`src/rtl/branch_resolve_unit.sv`:
```
// Two-stage branch resolution for an issue bundle of LANES branches.
// Stage 1 evaluates each lane's condition; stage 2 picks the first
// mispredicted lane and builds the redirect/squash information.

// Per-lane branch condition evaluator (purely combinational).
module bru_lane_cmp #(
    parameter int WIDTH = 32
) (
    input  logic [WIDTH-1:0] a,
    input  logic [WIDTH-1:0] b,
    input  logic [4:0]       rt,
    input  logic [2:0]       mode,
    input  logic             en,
    output logic             taken
);
    logic a_neg;
    logic a_zero;
    logic hit;

    assign a_neg  = a[WIDTH-1];
    assign a_zero = (a == '0);

    // Signed compares against zero reduce to sign bit and zero detect.
    always_comb begin
        hit = 1'b0;
        case (mode)
            3'b000:  hit = (a == b);
            3'b001:  hit = (a != b);
            3'b010:  hit = !a_neg && !a_zero;
            3'b011:  hit = a_neg || a_zero;
            3'b100:  hit = (rt == 5'd0) ? a_neg : !a_neg;
            3'b101:  hit = 1'b1;
            default: hit = 1'b0;
        endcase
        taken = en & hit;
    end
endmodule

module branch_resolve_unit #(
    parameter  int LANES = 4,
    parameter  int WIDTH = 32,
    parameter  int CNTW  = 16,
    localparam int IDXW  = (LANES > 1) ? $clog2(LANES) : 1
) (
    input  logic                   clk,
    input  logic                   resetn,
    input  logic                   flush,
    input  logic                   in_valid,
    output logic                   in_ready,
    input  logic [LANES-1:0]       lane_en,
    input  logic [LANES*WIDTH-1:0] op_a,
    input  logic [LANES*WIDTH-1:0] op_b,
    input  logic [LANES*5-1:0]     rt,
    input  logic [LANES*3-1:0]     mode,
    input  logic [LANES-1:0]       pred_taken,
    output logic                   out_valid,
    input  logic                   out_ready,
    output logic [LANES-1:0]       taken,
    output logic                   mispredict,
    output logic [IDXW-1:0]        redirect_idx,
    output logic [LANES-1:0]       squash_mask,
    output logic [CNTW-1:0]        mispredict_count
);
    logic [LANES-1:0] lane_taken;

    logic             s1_valid_q, s1_valid_d;
    logic [LANES-1:0] s1_en_q, s1_en_d;
    logic [LANES-1:0] s1_pred_q, s1_pred_d;
    logic [LANES-1:0] s1_taken_q, s1_taken_d;

    logic             out_valid_q, out_valid_d;
    logic [LANES-1:0] taken_q, taken_d;
    logic             mispredict_q, mispredict_d;
    logic [IDXW-1:0]  redirect_idx_q, redirect_idx_d;
    logic [LANES-1:0] squash_mask_q, squash_mask_d;
    logic [CNTW-1:0]  cnt_q, cnt_d;

    logic             s2_free, s1_adv, accept;
    logic [LANES-1:0] mm;
    logic             res_misp;
    logic [IDXW-1:0]  res_idx;
    logic [LANES-1:0] res_sq;

    for (genvar g = 0; g < LANES; g++) begin : g_lane
        bru_lane_cmp #(.WIDTH(WIDTH)) u_cmp (
            .a     (op_a[g*WIDTH +: WIDTH]),
            .b     (op_b[g*WIDTH +: WIDTH]),
            .rt    (rt[g*5 +: 5]),
            .mode  (mode[g*3 +: 3]),
            .en    (lane_en[g]),
            .taken (lane_taken[g])
        );
    end

    // Handshake: in_ready depends only on state and out_ready, never on in_valid.
    always_comb begin
        s2_free  = !out_valid_q | out_ready;
        s1_adv   = s1_valid_q & s2_free;
        in_ready = !s1_valid_q | s2_free;
        accept   = in_valid & in_ready & !flush;
    end

    // Resolve stage-1 contents: lowest mismatching lane wins, squash everything above it.
    always_comb begin
        mm       = s1_en_q & (s1_taken_q ^ s1_pred_q);
        res_misp = |mm;
        res_idx  = '0;
        res_sq   = '0;
        for (int i = LANES - 1; i >= 0; i--) begin
            if (mm[i]) res_idx = IDXW'(i);
        end
        for (int i = 0; i < LANES; i++) begin
            res_sq[i] = res_misp && (i > int'(res_idx));
        end
    end

    // Stage-1 next state: flush wins over a same-cycle accept.
    always_comb begin
        s1_valid_d = s1_valid_q;
        s1_en_d    = s1_en_q;
        s1_pred_d  = s1_pred_q;
        s1_taken_d = s1_taken_q;
        if (flush) begin
            s1_valid_d = 1'b0;
        end else if (accept) begin
            s1_valid_d = 1'b1;
            s1_en_d    = lane_en;
            s1_pred_d  = pred_taken;
            s1_taken_d = lane_taken;
        end else if (s1_adv) begin
            s1_valid_d = 1'b0;
        end
    end

    // Stage-2 next state and counter; a bundle killed by flush is not counted.
    always_comb begin
        out_valid_d    = out_valid_q;
        taken_d        = taken_q;
        mispredict_d   = mispredict_q;
        redirect_idx_d = redirect_idx_q;
        squash_mask_d  = squash_mask_q;
        cnt_d          = cnt_q;
        if (flush) begin
            out_valid_d = 1'b0;
        end else if (s1_adv) begin
            out_valid_d    = 1'b1;
            taken_d        = s1_taken_q;
            mispredict_d   = res_misp;
            redirect_idx_d = res_idx;
            squash_mask_d  = res_sq;
        end else if (out_ready) begin
            out_valid_d = 1'b0;
        end
        if (out_valid_q && out_ready && mispredict_q && !flush && (cnt_q != '1))
            cnt_d = cnt_q + 1'b1;
    end

    // State registers with asynchronous clear.
    always_ff @(posedge clk or negedge resetn) begin
        if (!resetn) begin
            s1_valid_q     <= 1'b0;
            s1_en_q        <= '0;
            s1_pred_q      <= '0;
            s1_taken_q     <= '0;
            out_valid_q    <= 1'b0;
            taken_q        <= '0;
            mispredict_q   <= 1'b0;
            redirect_idx_q <= '0;
            squash_mask_q  <= '0;
            cnt_q          <= '0;
        end else begin
            s1_valid_q     <= s1_valid_d;
            s1_en_q        <= s1_en_d;
            s1_pred_q      <= s1_pred_d;
            s1_taken_q     <= s1_taken_d;
            out_valid_q    <= out_valid_d;
            taken_q        <= taken_d;
            mispredict_q   <= mispredict_d;
            redirect_idx_q <= redirect_idx_d;
            squash_mask_q  <= squash_mask_d;
            cnt_q          <= cnt_d;
        end
    end

    assign out_valid        = out_valid_q;
    assign taken            = taken_q;
    assign mispredict       = mispredict_q;
    assign redirect_idx     = redirect_idx_q;
    assign squash_mask      = squash_mask_q;
    assign mispredict_count = cnt_q;
endmodule

```
`config.mk`:
```
export PLATFORM = sky130hd
export DESIGN_NAME = branch_resolve_unit
export DESIGN_NICKNAME = d
export VERILOG_FILES = /design/src/rtl/branch_resolve_unit.sv
export SDC_FILE = /design/constraint.sdc
export NUM_CORES = 1
export LEC_CHECK = 0
export CORE_AREA = 2 2 128 130
export CTS_CLUSTER_SIZE = 16
export DETAILED_ROUTE_END_ITERATION = 12
export DIE_AREA = 0 0 130 132
export PLACE_DENSITY = 0.62
export SETUP_SLACK_MARGIN = 0.02
export SLEW_MARGIN = 0
export SYNTH_ARGS = -nofsm -noshare
export SYNTH_HDL_FRONTEND = slang
export SYNTH_SLANG_ARGS = --single-unit
```
`constraint.sdc`:
```
create_clock -name clk -period 2 [get_ports clk]
set_clock_uncertainty 0.15 [all_clocks]
set_input_delay 0.2 -clock clk [delete_from_list [all_inputs] [get_ports clk]]
set_output_delay 0.2 -clock clk [all_outputs]
set_load 0.03 [all_outputs]
```
* Yosys cells after proc, flatten, opt, wreduce, memory -nomap -nowiden
Index checks and enable logic that the tools add are counted.
** Word-level totals
- Input bits :: 301
- Flip-flop bits (word level) :: 40
- Word-level logic and storage cells :: 116
- Output and inout bits :: 29
** Operators by class
- Reductions and logical operators :: 43
- Bitwise logic cells :: 12
- $lt $le $gt $ge :: 3
- Eq/ne operators :: 29
- Muxes and demuxes :: 18
- Add/subtract/negate cells :: 1
** Operators with widths (count)
- == test 32 bit :: 4
- zero test 32 bit :: 4
- != test 32 bit :: 4
- == test 3 x 2 -> 1 bit (second input constant) :: 8
- == test 3 bit (second input constant) :: 8
- one-hot mux 1 bit (6 select lines) :: 4
- zero test 5 bit :: 4
- adder 16 x 1 -> 16 bit (second input constant) :: 1
- != test 16 bit (second input constant) :: 1
- == test 3 x 1 -> 1 bit (second input constant) :: 4
- zero test 3 bit :: 4
- logical AND 1 bit :: 11
- zero test 1 bit :: 11
- 2-to-1 mux 1 bit :: 10
- 2-to-1 mux 2 bit :: 4
- bitwise AND 1 bit :: 7
- nonzero test 3 bit :: 2
- bitwise AND 4 bit :: 1
- greater-than comparator 2 bit (first input constant) :: 2
- logical OR 1 bit :: 4
- AND reduction 2 bit :: 2
- OR reduction 4 bit :: 1
- XOR 4 bit :: 1
- greater-than comparator 1 x 2 -> 1 bit (first input constant) :: 1
- other kinds (2) :: 3

* Depth between registers and ports, before layout
- Depth after elaboration :: 8
- Depth in mapped cells :: 7
- Gate-level depth less buffers :: 6

* By module
A second synthesis with hierarchy kept.
** Unflattened totals
- Cells, all modules :: 430
- Area total of the unflattened synthesis :: 3960.0 sq um
** By module, submodules not included
- bru_lane_cmp :: times used 4, sequential area each 0.0 sq um, cells each 71, area each 539.3 sq um
- branch_resolve_unit :: times used 1, sequential area each 1001.0 sq um, cells each 146, area each 1803.0 sq um

* Worst setup path before layout
OpenSTA, ideal clock, no wires.
- Path kind :: register -> register
- From :: reg out_valid_q (netlist: out_valid)
- To :: reg s1_en_q[1]
- Data arrival time :: 1801 ps
- Data required time :: 1725 ps
- Setup slack :: -75 ps
- Path buffers :: 1
- Stages on the path, launching flop included :: 5
- Setup time :: 125 ps
- Clock period less this slack :: 2075 ps
- Cell sequence :: dfrtp_1 > nand3b_1 > nand3b_1 > clkbuf_1 > mux2_2
** On the way
- Longest elaborated chain between the ends :: 6
** RTL lines
- start: declaration :: line 71 : logic out_valid_q, out_valid_d;
- start signal: assignment :: line 176 : out_valid_q <= out_valid_d;
- zero test 1 bit :: line 97 : s2_free = !out_valid_q | out_ready;
- OR 1 bit :: line 97
- OR 1 bit :: line 99 : in_ready = !s1_valid_q | s2_free;
- net in_ready :: line 49 : output logic in_ready,
- bitwise AND 1 bit (2 in a row) :: line 100 : accept = in_valid & in_ready & !flush;
- AND reduction 2 bit (no line)
- end signal: assignment :: line 173 : s1_en_q <= s1_en_d;
- end: declaration :: line 67 : logic [LANES-1:0] s1_en_q, s1_en_d;
The timed path passes the listed nets, and every way through them passes these cells.
A chain may end at the register's enable or synchronous reset.

* Worst setup path in the final report
- From :: in op_a[72]
- To :: reg s1_taken_q[2]
** On the way
- Longest elaborated chain between the ends :: 5
- Elaborated cells between the ends (all ways) :: 8
- Those cells by class :: eq/ne: 2; mux: 1; bitwise: 1; reduce/logical: 4
** RTL lines
- start: declaration :: line 51 : input logic [LANES*WIDTH-1:0] op_a,
- zero test 32 bit :: line 21 : assign a_zero = (a == '0);
- zero test 1 bit :: line 29 : 3'b010: hit = !a_neg && !a_zero;
- logical AND 1 bit :: line 29
- one-hot mux 1 bit (6 select lines) * :: line 26 : case (mode)
- bitwise AND 1 bit * :: line 35 : taken = en & hit;
- end signal: assignment :: line 175 : s1_taken_q <= s1_taken_d;
- end: declaration :: line 69 : logic [LANES-1:0] s1_taken_q, s1_taken_d;
Mark *: on every way between the ends. The rest lies on a longest branch, timed or not.

==> flow_summary.yaml <==
finish:
  final_nets: 1108
  layoutNonFillerInstCount: 1025
  syn_to_final_growth_pct: 124.9
  layout-drive-gt1-share_pct: 15.51
  fin_util_pct: 52.44
place:
  portBuffers: 328
  dpl.hpwl_um: 15820
  post-place-ws_ns: -0.5581
  place_congestion: 0.9503
  place_inst: 1014
sta:
  tightestPinTransition_ns: 0.6176
  period_share_pct: 97.91
  layout_setup_ws_ns: 0.04176
  slew_viol_final: 0
  finalSetupViolations: 0
  final_hold_viol_count: 0
  rsz0062_at_grt: "yes"
  max_freq_ghz: 0.5107
  slew-limit-headroom_pct: 58.82
  finalCriticalPeriod_ns: 1.958
die:
  die_h_um: 132
  dieArea_um2: 17160
  die_x_um: 130
  core-area_um2: 15710
  start_util_pct: 23.32
  rows: 46
  ios: 330
setup_path:
  critical_path_arrival_ns: 1.97
  slowest_stage: "nor4_1"
  crit_required_ns: 2.02
  path_class: "input port to flip-flop"
  path_buf_inv: 1
  reg2reg_depth: 5
  reg2reg_slack_ns: 0.15
  endpoint_kind: "flip-flop"
  r2r_start: "mispredict_count[0]"
  cp_max_fo: 2
  cp-start-kind: "input port"
  crit_path_max_incr_delay_ns: 0.47
  r2r_end: "mispredict_count[1]"
  crit_chain: "clkdlybuf4s50_1, nor4_1, nand4_1, o21ai_2, o31ai_2, xor2_1, a221o_1"
  critPathTopFamily: "simple AND/OR/NAND/NOR gates"
detailed_routing:
  detail_route.wl_per_cell_um: 17.16
  viasPerCell: 4.553
  drcViolationCount: 0
  dr.pass1.iters: 5
  ant_nets: 0
  vias: 4667
  wl_um: 17590
  drt-initial-drc-count: 127
global_routing:
  overflow: 0
  antenna_found_initial: 3
  grt_pass1_wl_um: 26360
  track_usage_pct: 19.82
  grt_pass1_vias: 5091
  grt_start_max_net_pins: 28
logic_synthesis:
  async_flop_share_pct: 100.0
  yosysUniqueCellTypes: 36
  syn-mean-instance-area_um2: 8.764
  ys_ff_latch: 40
  yosysWarnings: 0
  netlist_instances: 418
  synth_edf_count: 0
  synth_ff_type: "dfrtp_1"
  syn_area_um2: 3664
  yosysSeqAreaShare_pct: 27.32
  synth_fp_nets: 720
clock_network:
  h-tree-depth: 2
  cts_tree: "done"
  cts_buffers: 5
  insertion_delay_ns: 0.28
  cts_sinks: 40
  clk_pin_slew_ns: 0.06
  clock-root-buffer: "clkbuf_16"
  cts_setup_buffers: 0
  clk_path_buf_depth: 2
outcome:
  status: "complete, no violations"
pwr:
  power_density_nw_per_um2: 410.5
  p_leak_nw: 3.662
  power.total_mw: 3.382
  peakVddDrop_uv: 352.2
run:
  cap_violations: 0
worst_hold_path:
  hold_class: "input port to async pin"
[what timing repair did]
action	4_1_cts	5_1_grt
hold endpoints to repair	26	0
hold buffers	1	0
gates resized for setup	38	100
pin swaps	23	52
endpoints found under the setup margin	3	4
[power by group]
part / internal (mW) / switching, mW
clock: 0.452 / 0.306
sequential: 0.920 / 0.0959
combinational: 0.927 / 0.682
[worst reg2reg max path, delay by kind of cell (launching register included)]
kind	cells	cell delay (ns)
adders and majority gates	1	0.20
DFF	1	0.44
muxes	1	0.30
and+or+nand+nor	3	0.65
[placed cells by master, fill, tap and decap left out, drive strengths merged, types with 7 or more instances in the layout]
cell type	count
buf	59
o21ai	12
dfrtp	40
nand2	34
xor2	130
a21oi	9
clkdlybuf4s50	249
nand4	22
nor3	8
mux2	8
dlygate4sd2	21
nor4	62
xnor2	22
or3	7
dlymetal6s2s	56
nand3	8
nor2	15
[per-layer routing]
| metal | vias up | global-route usage (%) | share of wire (%) |
|---|---|---|---|
| li1 | 2298 | - | - |
| met1 | 2146 | 21.82 | 37 |
| met2 | 192 | 37.93 | 55 |
| met3 | 31 | 3.287 | 5.3 |
| met4 | 0 | 6.213 | 2.6 |
| met5 | - | 0 | 0 |
[cells by family after synthesis]
| family | count (synthesis) | synth area share (%) |
|---|---|---|
| compound gates | 30 | 4.952 |
| xor+xnor | 152 | 36.34 |
| fa+ha+maj | 1 | 0.3415 |
| buf+inv | 7 | 0.9562 |
| flops | 40 | 27.32 |
| mux | 8 | 2.459 |
| other cells | 1 | 0.1024 |
| simple gates | 179 | 27.53 |
[state kept, by name (all words and copies together) (netlist names)]
name / flops
s1_en_q: 4
mispredict: 1
s1_valid_q: 1
redirect_idx: 2
s1_taken_q: 4
squash_mask: 3
out_valid: 1
s1_pred_q: 4
mispredict_count: 16
taken: 4
[worst max path at each step]
stage	cells past startpoint	start	endpoint
finish	7	op_a[72]	s1_taken_q[2]
global placement	7	op_a[103]	s1_taken_q[3]
floorplan	4	out_valid	s1_en_q[1]
global route	7	op_a[72]	s1_taken_q[2]
detailed placement	7	op_a[103]	s1_taken_q[3]
CTS	7	op_a[101]	s1_taken_q[3]
[metrics by stage]
| stage | hold WS (ns) | TNS [ns] | instance area, µm² |
|---|---|---|---|
| 2_1_floorplan | -0.2456 | 0 | 3665 |
| 3_3_place_gp | 0.08812 | -1.680 | 7622 |
| 3_5_place_dp | 0.1062 | -1.662 | 7622 |
| 4_1_cts | 0.3180 | 0 | 7833 |
| 5_1_grt | 0.3534 | -0.01291 | 8239 |
| 6_report | 0.3153 | 0 | 8239 |
[area by class of cell]
cell class	instances	area, µm²
tap	216	270.3
clock inverter	2	12.51
sequential	40	1001
fill	1412	7473
timing repair buffer	386	3840
multi-input combinational	371	2975
clock buffer	5	125.1
antenna	3	7.507
inverter	2	7.507
[Yosys cell counts, drive strengths merged, types with 4 or more instances]
cell	count	area, µm²
a21oi	9	45.04
dfrtp	40	1001
mux2	8	90.09
nand2	34	130.1
nand3	8	40.04
nand4	22	137.6
nor2	15	56.30
nor2b	4	25.02
nor3	8	40.04
nor3b	4	35.03
nor4	62	387.9
o21ai	12	60.06
or3	7	43.79
or4	4	30.03
xnor2	22	192.7
xor2	130	1139
No activity file was read; power rests on OpenSTA's default activity.
